## config.mk

```make
export PLATFORM = sky130hd
export DESIGN_NAME = hawk_cpu_req_gate
export DESIGN_NICKNAME = d
export VERILOG_FILES = /design/src/rtl/hawk_cpu_req_gate.sv
export SDC_FILE = /design/constraint.sdc
export NUM_CORES = 1
export LEC_CHECK = 0
export BUFFER_PORTS_ARGS = -buffer_cell sky130_fd_sc_hd__buf_2
export CAP_MARGIN = 10
export CORE_AREA = 10 10 250 252
export CTS_CLUSTER_SIZE = 16
export DETAILED_ROUTE_END_ITERATION = 12
export DIE_AREA = 0 0 260 262
export GPL_TIMING_DRIVEN = 0
export PLACE_DENSITY = 0.46
export SLEW_MARGIN = 15
export SYNTH_ARGS = -nofsm -noshare
export SYNTH_HDL_FRONTEND = slang
export SYNTH_SLANG_ARGS = --single-unit
```

## constraint.sdc

```tcl
create_clock -name clk_i -period 1.7 [get_ports clk_i]
set_input_delay 0 -clock clk_i [delete_from_list [all_inputs] [get_ports clk_i]]
set_output_delay 0 -clock clk_i [all_outputs]
set_load 0.005 [all_outputs]
```

## src/rtl/hawk_cpu_req_gate.sv

```systemverilog
// hacd_pkg: request/override packet types exchanged with hawk_ctrl_unit.
//
// hawk_cpu_req_gate: holds each CPU AXI AR/AW request until the control unit
// grants it, then issues it to memory with the page number replaced by the
// returned ppa. Write data is held back until its translated AW has been
// accepted by memory, and only one write burst is in flight at a time.
//
// Ports:
//   clk_i, rst_ni                  clock, asynchronous active-low reset
//   s_ar_*, s_aw_*, s_w_*          CPU-side AXI AR/AW/W (slave)
//   m_ar_*, m_aw_*, m_w_*          memory-side AXI AR/AW/W (master)
//   cpu_rd_reqpkt, cpu_wr_reqpkt   {valid, hppa} published to the control unit
//   hawk_cpu_ovrd_rdpkt/_wrpkt     {allow_access, ppa} grants from the control unit
//   tmo_err                        sticky translation-timeout flag
//
// Optional feature: define HAWK_REQ_TIMEOUT_EN to enable a per-channel
// translation timeout. After TIMEOUT_CYC cycles in REQ the request is issued
// with an identity translation (ppa = hppa) and tmo_err is set.
// Without the macro, REQ waits indefinitely and tmo_err is tied to 0.

package hacd_pkg;
  localparam int unsigned HPPA_W = 52;

  typedef struct packed {
    logic              valid;
    logic [HPPA_W-1:0] hppa;
  } cpu_reqpkt_t;

  typedef struct packed {
    logic              allow_access;
    logic [HPPA_W-1:0] ppa;
  } hawk_cpu_ovrd_pkt_t;
endpackage

module hawk_cpu_req_gate
  import hacd_pkg::*;
#(
  parameter int unsigned ADDR_W      = 64,
  parameter int unsigned PG_OFF_W    = 12,
  parameter int unsigned ID_W        = 4,
  parameter int unsigned DATA_W      = 64,
  parameter int unsigned TIMEOUT_CYC = 1024
) (
  input  logic               clk_i,
  input  logic               rst_ni,
  // CPU-side AR
  input  logic               s_ar_valid,
  output logic               s_ar_ready,
  input  logic [ADDR_W-1:0]  s_ar_addr,
  input  logic [ID_W-1:0]    s_ar_id,
  input  logic [7:0]         s_ar_len,
  // CPU-side AW
  input  logic               s_aw_valid,
  output logic               s_aw_ready,
  input  logic [ADDR_W-1:0]  s_aw_addr,
  input  logic [ID_W-1:0]    s_aw_id,
  input  logic [7:0]         s_aw_len,
  // CPU-side W
  input  logic               s_w_valid,
  output logic               s_w_ready,
  input  logic [DATA_W-1:0]  s_w_data,
  input  logic               s_w_last,
  // Memory-side AR
  output logic               m_ar_valid,
  input  logic               m_ar_ready,
  output logic [ADDR_W-1:0]  m_ar_addr,
  output logic [ID_W-1:0]    m_ar_id,
  output logic [7:0]         m_ar_len,
  // Memory-side AW
  output logic               m_aw_valid,
  input  logic               m_aw_ready,
  output logic [ADDR_W-1:0]  m_aw_addr,
  output logic [ID_W-1:0]    m_aw_id,
  output logic [7:0]         m_aw_len,
  // Memory-side W
  output logic               m_w_valid,
  input  logic               m_w_ready,
  output logic [DATA_W-1:0]  m_w_data,
  output logic               m_w_last,
  // Control unit
  output cpu_reqpkt_t        cpu_rd_reqpkt,
  output cpu_reqpkt_t        cpu_wr_reqpkt,
  input  hawk_cpu_ovrd_pkt_t hawk_cpu_ovrd_rdpkt,
  input  hawk_cpu_ovrd_pkt_t hawk_cpu_ovrd_wrpkt,
  output logic               tmo_err
);

  localparam int unsigned PPA_W = ADDR_W - PG_OFF_W;

  typedef enum logic [1:0] {
    ST_IDLE,
    ST_REQ,
    ST_ISSUE
  } ch_state_e;

  ch_state_e             rd_state, wr_state;
  logic [PG_OFF_W-1:0]   rd_off, wr_off;
  logic [ID_W-1:0]       rd_id, wr_id;
  logic [7:0]            rd_len, wr_len;
  logic                  rd_tmo_hit, wr_tmo_hit;
  logic [PPA_W-1:0]      rd_ppa_sel, wr_ppa_sel;

  logic                  wr_open, wr_open_nxt;
  logic [7:0]            wr_cnt, wr_cnt_nxt;
  logic                  aw_fire, w_fire;

  // A timeout falls back to identity translation.
  assign rd_ppa_sel = hawk_cpu_ovrd_rdpkt.allow_access ? hawk_cpu_ovrd_rdpkt.ppa
                                                       : cpu_rd_reqpkt.hppa;
  assign wr_ppa_sel = hawk_cpu_ovrd_wrpkt.allow_access ? hawk_cpu_ovrd_wrpkt.ppa
                                                       : cpu_wr_reqpkt.hppa;

  // ---------------------------------------------------------------- read FSM
  always_ff @(posedge clk_i or negedge rst_ni) begin
    if (!rst_ni) begin
      rd_state      <= ST_IDLE;
      rd_off        <= '0;
      rd_id         <= '0;
      rd_len        <= '0;
      s_ar_ready    <= 1'b1;
      cpu_rd_reqpkt <= '0;
      m_ar_valid    <= 1'b0;
      m_ar_addr     <= '0;
      m_ar_id       <= '0;
      m_ar_len      <= '0;
    end else begin
      case (rd_state)
        ST_IDLE: if (s_ar_valid && s_ar_ready) begin
          rd_off             <= s_ar_addr[PG_OFF_W-1:0];
          rd_id              <= s_ar_id;
          rd_len             <= s_ar_len;
          cpu_rd_reqpkt.valid <= 1'b1;
          cpu_rd_reqpkt.hppa  <= s_ar_addr[ADDR_W-1:PG_OFF_W];
          s_ar_ready         <= 1'b0;
          rd_state           <= ST_REQ;
        end
        ST_REQ: if (hawk_cpu_ovrd_rdpkt.allow_access || rd_tmo_hit) begin
          cpu_rd_reqpkt <= '0;
          m_ar_valid    <= 1'b1;
          m_ar_addr     <= {rd_ppa_sel, rd_off};
          m_ar_id       <= rd_id;
          m_ar_len      <= rd_len;
          rd_state      <= ST_ISSUE;
        end
        ST_ISSUE: if (m_ar_ready) begin
          m_ar_valid <= 1'b0;
          s_ar_ready <= 1'b1;
          rd_state   <= ST_IDLE;
        end
        default: rd_state <= ST_IDLE;
      endcase
    end
  end

  // --------------------------------------------------------------- write FSM
  // s_aw_ready is registered from the next-cycle wr_open so a new AW is never
  // offered while a burst's data is still flowing.
  always_ff @(posedge clk_i or negedge rst_ni) begin
    if (!rst_ni) begin
      wr_state      <= ST_IDLE;
      wr_off        <= '0;
      wr_id         <= '0;
      wr_len        <= '0;
      s_aw_ready    <= 1'b1;
      cpu_wr_reqpkt <= '0;
      m_aw_valid    <= 1'b0;
      m_aw_addr     <= '0;
      m_aw_id       <= '0;
      m_aw_len      <= '0;
    end else begin
      case (wr_state)
        ST_IDLE: begin
          if (s_aw_valid && s_aw_ready) begin
            wr_off              <= s_aw_addr[PG_OFF_W-1:0];
            wr_id               <= s_aw_id;
            wr_len              <= s_aw_len;
            cpu_wr_reqpkt.valid <= 1'b1;
            cpu_wr_reqpkt.hppa  <= s_aw_addr[ADDR_W-1:PG_OFF_W];
            s_aw_ready          <= 1'b0;
            wr_state            <= ST_REQ;
          end else begin
            s_aw_ready <= !wr_open_nxt;
          end
        end
        ST_REQ: if (hawk_cpu_ovrd_wrpkt.allow_access || wr_tmo_hit) begin
          cpu_wr_reqpkt <= '0;
          m_aw_valid    <= 1'b1;
          m_aw_addr     <= {wr_ppa_sel, wr_off};
          m_aw_id       <= wr_id;
          m_aw_len      <= wr_len;
          wr_state      <= ST_ISSUE;
        end
        ST_ISSUE: if (m_aw_ready) begin
          m_aw_valid <= 1'b0;
          s_aw_ready <= 1'b0;
          wr_state   <= ST_IDLE;
        end
        default: wr_state <= ST_IDLE;
      endcase
    end
  end

  // ---------------------------------------------------------------- W gating
  assign aw_fire = m_aw_valid && m_aw_ready;
  assign w_fire  = wr_open && s_w_valid && m_w_ready;

  always_comb begin
    wr_open_nxt = wr_open;
    wr_cnt_nxt  = wr_cnt;
    if (w_fire) begin
      if (wr_cnt == '0 || s_w_last) begin
        wr_open_nxt = 1'b0;
        wr_cnt_nxt  = '0;
      end else begin
        wr_cnt_nxt = wr_cnt - 8'd1;
      end
    end
    if (aw_fire) begin
      wr_open_nxt = 1'b1;
      wr_cnt_nxt  = m_aw_len;
    end
  end

  always_ff @(posedge clk_i or negedge rst_ni) begin
    if (!rst_ni) begin
      wr_open <= 1'b0;
      wr_cnt  <= '0;
    end else begin
      wr_open <= wr_open_nxt;
      wr_cnt  <= wr_cnt_nxt;
    end
  end

  assign m_w_valid = wr_open && s_w_valid;
  assign s_w_ready = wr_open && m_w_ready;
  assign m_w_data  = s_w_data;
  assign m_w_last  = s_w_last;

  // ------------------------------------------------------ translation timeout
`ifdef HAWK_REQ_TIMEOUT_EN
  localparam int unsigned TMO_W = (TIMEOUT_CYC > 1) ? $clog2(TIMEOUT_CYC) : 1;
  localparam logic [TMO_W-1:0] TMO_LAST = TMO_W'(TIMEOUT_CYC - 1);

  logic [TMO_W-1:0] rd_tmo_cnt, wr_tmo_cnt;

  // A grant in the same cycle wins; the timeout only fires when none arrives.
  assign rd_tmo_hit = (rd_state == ST_REQ) && !hawk_cpu_ovrd_rdpkt.allow_access &&
                      (rd_tmo_cnt == TMO_LAST);
  assign wr_tmo_hit = (wr_state == ST_REQ) && !hawk_cpu_ovrd_wrpkt.allow_access &&
                      (wr_tmo_cnt == TMO_LAST);

  always_ff @(posedge clk_i or negedge rst_ni) begin
    if (!rst_ni) begin
      rd_tmo_cnt <= '0;
      wr_tmo_cnt <= '0;
      tmo_err    <= 1'b0;
    end else begin
      if (rd_state == ST_REQ && !hawk_cpu_ovrd_rdpkt.allow_access && !rd_tmo_hit)
        rd_tmo_cnt <= rd_tmo_cnt + 1'b1;
      else
        rd_tmo_cnt <= '0;
      if (wr_state == ST_REQ && !hawk_cpu_ovrd_wrpkt.allow_access && !wr_tmo_hit)
        wr_tmo_cnt <= wr_tmo_cnt + 1'b1;
      else
        wr_tmo_cnt <= '0;
      if (rd_tmo_hit || wr_tmo_hit)
        tmo_err <= 1'b1;
    end
  end
`else
  assign rd_tmo_hit = 1'b0;
  assign wr_tmo_hit = 1'b0;
  assign tmo_err    = 1'b0;
`endif

endmodule

```

==> results of run 1 <==
-- cells by family after synthesis --
family / Yosys count / synth area share
AO/OA/AOI/OAI: 138 / 0.0895
XOR/XNOR: 3 / 0.00209
adder cells (fa/ha/maj): 2 / 0.00199
buffers and inverters: 121 / 0.0603
flip-flops: 323 / 0.643
multiplexers: 200 / 0.179
other: 1 / 0.000298
AND/OR/NAND/NOR: 45 / 0.0239
-- worst min-delay path by stage --
stage / end / slack [ps] / cells past startpoint
after global placement: m_w_data[34] / 170 / 2
after floorplan: cpu_rd_reqpkt[0] / -300 / 0
after global routing: m_ar_addr[31] / 90 / 2
final: m_ar_addr[31] / 70 / 2
after CTS: m_ar_addr[22] / 50 / 2
after detailed placement: m_ar_addr[31] / 60 / 1
-- worst max-delay path, cell delays in order (launching register included) --
cell	delay, ps
dfrtp_2	450
inv_1	90
ha_1	180
nor3b_4	220
a2111o_1	260
a21oi_2	50
a211o_1	260
-- flip-flops by register name, summed over array words and instances (netlist names) --
signal and count:
m_aw_addr 64, wr_id 4, cpu_rd_reqpkt 53, s_aw_ready 1, rd_off 12, m_aw_id 4, wr_len 8, m_aw_len 8
rd_len 8, rd_state 2, wr_off 12, wr_open 1, wr_state 2, s_ar_ready 1, m_ar_valid 1, cpu_wr_reqpkt 53
wr_cnt 8, m_ar_id 4, m_aw_valid 1, m_ar_addr 64, m_ar_len 8, rd_id 4
-- metal layers --
layer | share of wire | vias up | global-route usage
met3 | 0.076 | 71 | 0.0413
met2 | 0.53 | 345 | 0.238
met5 | 0 | - | 0
li1 | - | 4742 | -
met4 | 0.025 | 0 | 0.0408
met1 | 0.37 | 5076 | 0.141
-- through the flow --
stage          hold slack [ps]  total power [µW]   util  setup slack, ps
6_report                  68.8             32300  0.362             80.6
5_1_grt                   94.0             34400  0.362            -24.0
4_1_cts                   54.4             32800  0.361             1.58
3_5_place_dp              61.6             23300  0.289             -739
3_3_place_gp               174             23100  0.288            -5850
2_1_floorplan             -296             17800      -              159
-- timing repair --
item | 4_1_cts | 5_1_grt
hold buffers | 267 | 0
buffers inserted | 5 | 0
gates resized for setup | 26 | 36
setup endpoints to repair | 205 | 150
pin swaps | 2 | 2
hold endpoints to repair | 393 | 0
-- power breakdown --
group	leakage (µW)	switching, µW	internal, µW
sequential	0.00408	1960	11300
combinational	0.00587	4440	5980
clock	0.000647	3150	5450
-- placed cells by master, fill, tap and decap left out, drive strengths merged, types with 3 or more instances in the layout --
master         n
a21oi         11
nor3           4
nand3          5
nor3b          3
mux2         200
nand2b         3
a21o           3
dfrtp        321
nand2          7
clkbuf        71
a22o         104
buf          703
and2           3
nor4           3
inv            6
bufinv         5
a211oi         3
dlygate4sd3  267
nor2           7
o21ai          8
-- layout make-up --
| class | instances | area, µm² |
|---|---|---|
| plain buffers | 112 | 832 |
| multi-input cells | 389 | 3770 |
| well taps | 765 | 957 |
| inverters | 6 | 22.5 |
| fillers | 5647 | 36600 |
| repair buffers | 870 | 5800 |
| flip-flops and latches | 323 | 8090 |
| clock buffers | 59 | 1160 |
| diodes | 1 | 2.50 |
| clock inverters | 7 | 160 |
==> impl_metrics.toml, run 1 <==
[route]
drc_errors = 0
first_pass_iters = 4
drt_first_iter_violations = 333
wl_um = 46600
vias = 10200
ant_nets = 0
avgViaCountPerCell = 4.04
routedWlPerCell_um = 18.4

[final_layout]
finalInstanceArea_um2 = 20800
stdcell_count = 2532
area_delta_synth_final_pct = 65.3
layout.nets = 2074
layout-drive-gt1-share = 0.558

[global_routing]
grt_pass1_vias = 11700
grt_use_total = 0.130
overflow = 0
antenna_found_initial = 1
grt_pass1_wl_um = 69600
grt_max_degree = 99

[sta]
maxSlewViolCount = 0
period_share = 0.953
rsz0062_at_grt = "yes"
fin_crit_ps = 1620
max_freq_ghz = 0.618
clock_skew_ps = 12.4
tightest_slew_ps = 666
setup_viol = 0
max_slew_margin = 0.556
tns_ps = 0
hold_viol_final = 0

[synthesis]
synth_top_cell_area_share = 0.639
synth_cells = 833
synthTopCellsByArea = "dfrtp_1 (64%), mux2_2 (18%), a22o_1 (7.2%)"
synth_common_cells = "dfrtp_1 (321), mux2_2 (200), a22o_1 (104), buf_4 (69), buf_2 (36)"
syn-cell-area_um2 = 12600
synth_cell_types = 42
syn_nets = 1166
yosys_warnings = 0
ys_ff_latch = 323
synth_area_leader_cell = "dfrtp_1"
ys_seq_area_frac = 0.643
synth_edf_count = 0
post-synth-top-count-cell = "dfrtp_1"
syn-mean-instance-area_um2 = 15.1
synthFlopType = "dfrtp_1"
async_flop_share = 1.00

[floorplan]
ioPinCount = 661
die_area_um2 = 68100
die_width_um = 260
core-area_um2 = 57400
die_h_um = 262
start_util = 0.219
rows = 88

[run_status]
outcome = "finished, final reports clean"

[critical_path]
crit_fanout = 6
cp.arrival_ps = 2040
reg2reg_depth = 6
worstPathRequired_ps = 2120
start_kind = "flop"
rr_startpoint = "wr_cnt[0]"
endpoint = "wr_cnt[7]"
end_kind = "flop"
worstSetupStartpoint = "wr_cnt[0]"
reg2reg_slack_ps = 80
regToRegEndpoint = "wr_cnt[7]"
criticalPathCategory = "reg -> reg"

[pwr]
irDropWorstVdd_mv = 0.929
leakagePower_uw = 0.0106
pwr_density_cell_nw_per_um2 = 1550

[cts]
cts_root_buffer = "clkbuf_16"
htreeDepth = 2
cts_sinks = 323
clk-insertion-delay-late_ps = 540
numCtsBuffers = 39
clockBufferDepth = 3
cts_tree = "built"
clk_transition_reported_paths_ps = 60

[min_path]
hold_class = "in -> async"

[run]
cap_violations = 0

[placement]
hpwl_um = 35100
io_buffers = 595
gp_congestion = 0.765
place_inst = 2196
dpl-instance-area_um2 = 16600
(Power assumes the default switching activity.)
==> inputs of run 2 (changes only) <==
==> constraint.sdc (replaced) <==
create_clock -name clk_i -period 1.7 [get_ports clk_i]
set_input_delay 0.085 -clock clk_i [delete_from_list [all_inputs] [get_ports clk_i]]
set_output_delay 0.085 -clock clk_i [all_outputs]
set_load 0.005 [all_outputs]
==> impl_metrics.toml, run 2 (synthesis gave the netlist of run 1 again) <==
[final_layout]
final_cell_mix = "buf_2 (610), dfrtp_1 (319), dlygate4sd3_1 (265), mux2_2 (200), a22o_1 (104)"
ff_latch_area_um2 = 8090
fillCellCount = 5648
area_delta_synth_final_pct = 65.2
multiInputGateArea_um2 = 3770
stdcell_count = 2530
final_core_util = 0.362
final_common_cell = "buf_2"
reg_top3 = "m_ar_addr: 64 flops, m_aw_addr: 64 flops"
layout.nets = 2072
layout-drive-gt1-share = 0.558

[cts]
cts_sinks = 323
cts_tree = "built"
clk-insertion-delay-late_ps = 540
numCtsBuffers = 39
htreeDepth = 2
clk_transition_reported_paths_ps = 50
cts_root_buffer = "clkbuf_16"
clockBufferDepth = 3

[global_routing]
antenna_found_initial = 1
grt_pass1_wl_um = 69600
grt_use_total = 0.130
grt_max_degree = 99
overflow = 0
grt_pass1_vias = 11700

[sta]
fin_crit_ps = 1630
max_freq_ghz = 0.615
tightest_slew_ps = 668
setup_viol = 0
maxSlewViolCount = 0
max_slew_margin = 0.555
hold_viol_final = 0
rsz0062_at_grt = "yes"
period_share = 0.956
clock_skew_ps = 12.8

[run_status]
outcome = "finished, final reports clean"

[critical_path]
crit_fanout = 6
cp.arrival_ps = 2040
end_kind = "flop"
worstPathRequired_ps = 2120
criticalPathCategory = "reg -> reg"
start_kind = "flop"

[floorplan]
die_h_um = 262
die_width_um = 260
core-area_um2 = 57400
start_util = 0.219
ioPinCount = 661
die_area_um2 = 68100
rows = 88

[route]
first_pass_iters = 4
drt_first_iter_violations = 334
drc_errors = 0
routedWlPerCell_um = 18.4
ant_nets = 0
wl_um = 46600
avgViaCountPerCell = 4.03
vias = 10200

[placement]
place_inst = 2196
gp_congestion = 0.765
io_buffers = 595
hpwl_um = 35100

[pwr]
irDropWorstVdd_mv = 0.930
leakagePower_uw = 0.0106
pwr_density_cell_nw_per_um2 = 1550

[run]
cap_violations = 0

[min_path]
hold_class = "in -> reg"
## run 2: path summary, 6_finish.rpt
kind                       slack (ps)           endpoint  cells after the start              start
hold / removal                     60          wr_cnt[5]                      4          m_w_ready
setup reg to reg                   70          wr_cnt[7]                      6          wr_cnt[0]
hold reg to reg                   480  cpu_rd_reqpkt[52]                      1  cpu_rd_reqpkt[52]
max in group asynchronous         350      m_aw_addr[42]                      4             rst_ni
setup / recovery                   70          wr_cnt[7]                      6          wr_cnt[0]
min in group asynchronous         150      m_ar_addr[31]                      2             rst_ni
## run 2: where the power goes
group	switching, µW	internal (µW)	total [µW]
logic	4440	5980	10400
clock network	3140	5450	8590
registers	1960	11300	13300
total	9550	22700	32300
## run 2: cell type report
class / instances / share of cell area
flip-flops and latches: 323 / 0.389
multi-input cells: 389 / 0.182
plain buffers: 112 / 0.0401
well taps: 765 / 0.0461
clock inverters: 7 / 0.00771
inverters: 6 / 0.00108
repair buffers: 868 / 0.278
clock buffers: 59 / 0.0560
diodes: 1 / 0.000120
## run 2: critical path: stages (launching register included)
cell and delay [ps]:
dfrtp_2 450, inv_1 90, ha_1 180, nor3b_4 220, a2111o_1 260, a21oi_2 50
a211o_1 260
## run 2: metrics by stage
| stage | setup WS, ps | power (µW) | hold WS, ps | area [µm²] | TNS, ps |
|---|---|---|---|---|---|
| 2_1_floorplan | 159 | 17800 | -211 | 12600 | 0 |
| 3_3_place_gp | -5940 | 23100 | 308 | 16500 | -1934370 |
| 3_5_place_dp | -739 | 23300 | 147 | 16600 | -43390 |
| 4_1_cts | 1.58 | 32800 | 17.7 | 20700 | 0 |
| 5_1_grt | -24.0 | 34400 | 55.3 | 20800 | -30.5 |
| 6_report | 74.8 | 32300 | 64.1 | 20800 | 0 |
## run 2: timing repair
| item | CTS | global route |
|---|---|---|
| hold buffers | 265 | 0 |
| hold endpoints to repair | 348 | 0 |
| buffers inserted | 5 | 0 |
| pin swaps | 2 | 2 |
| gates resized for setup | 26 | 36 |
| setup endpoints to repair | 205 | 150 |
## run 2: routing by layer
layer | GRT usage | wire length (µm) | part of all wire
met5 | 0 | 0 | 0
met4 | 0.0408 | 1070 | 0.023
met3 | 0.0414 | 3550 | 0.076
met2 | 0.238 | 24800 | 0.53
met1 | 0.140 | 17200 | 0.37
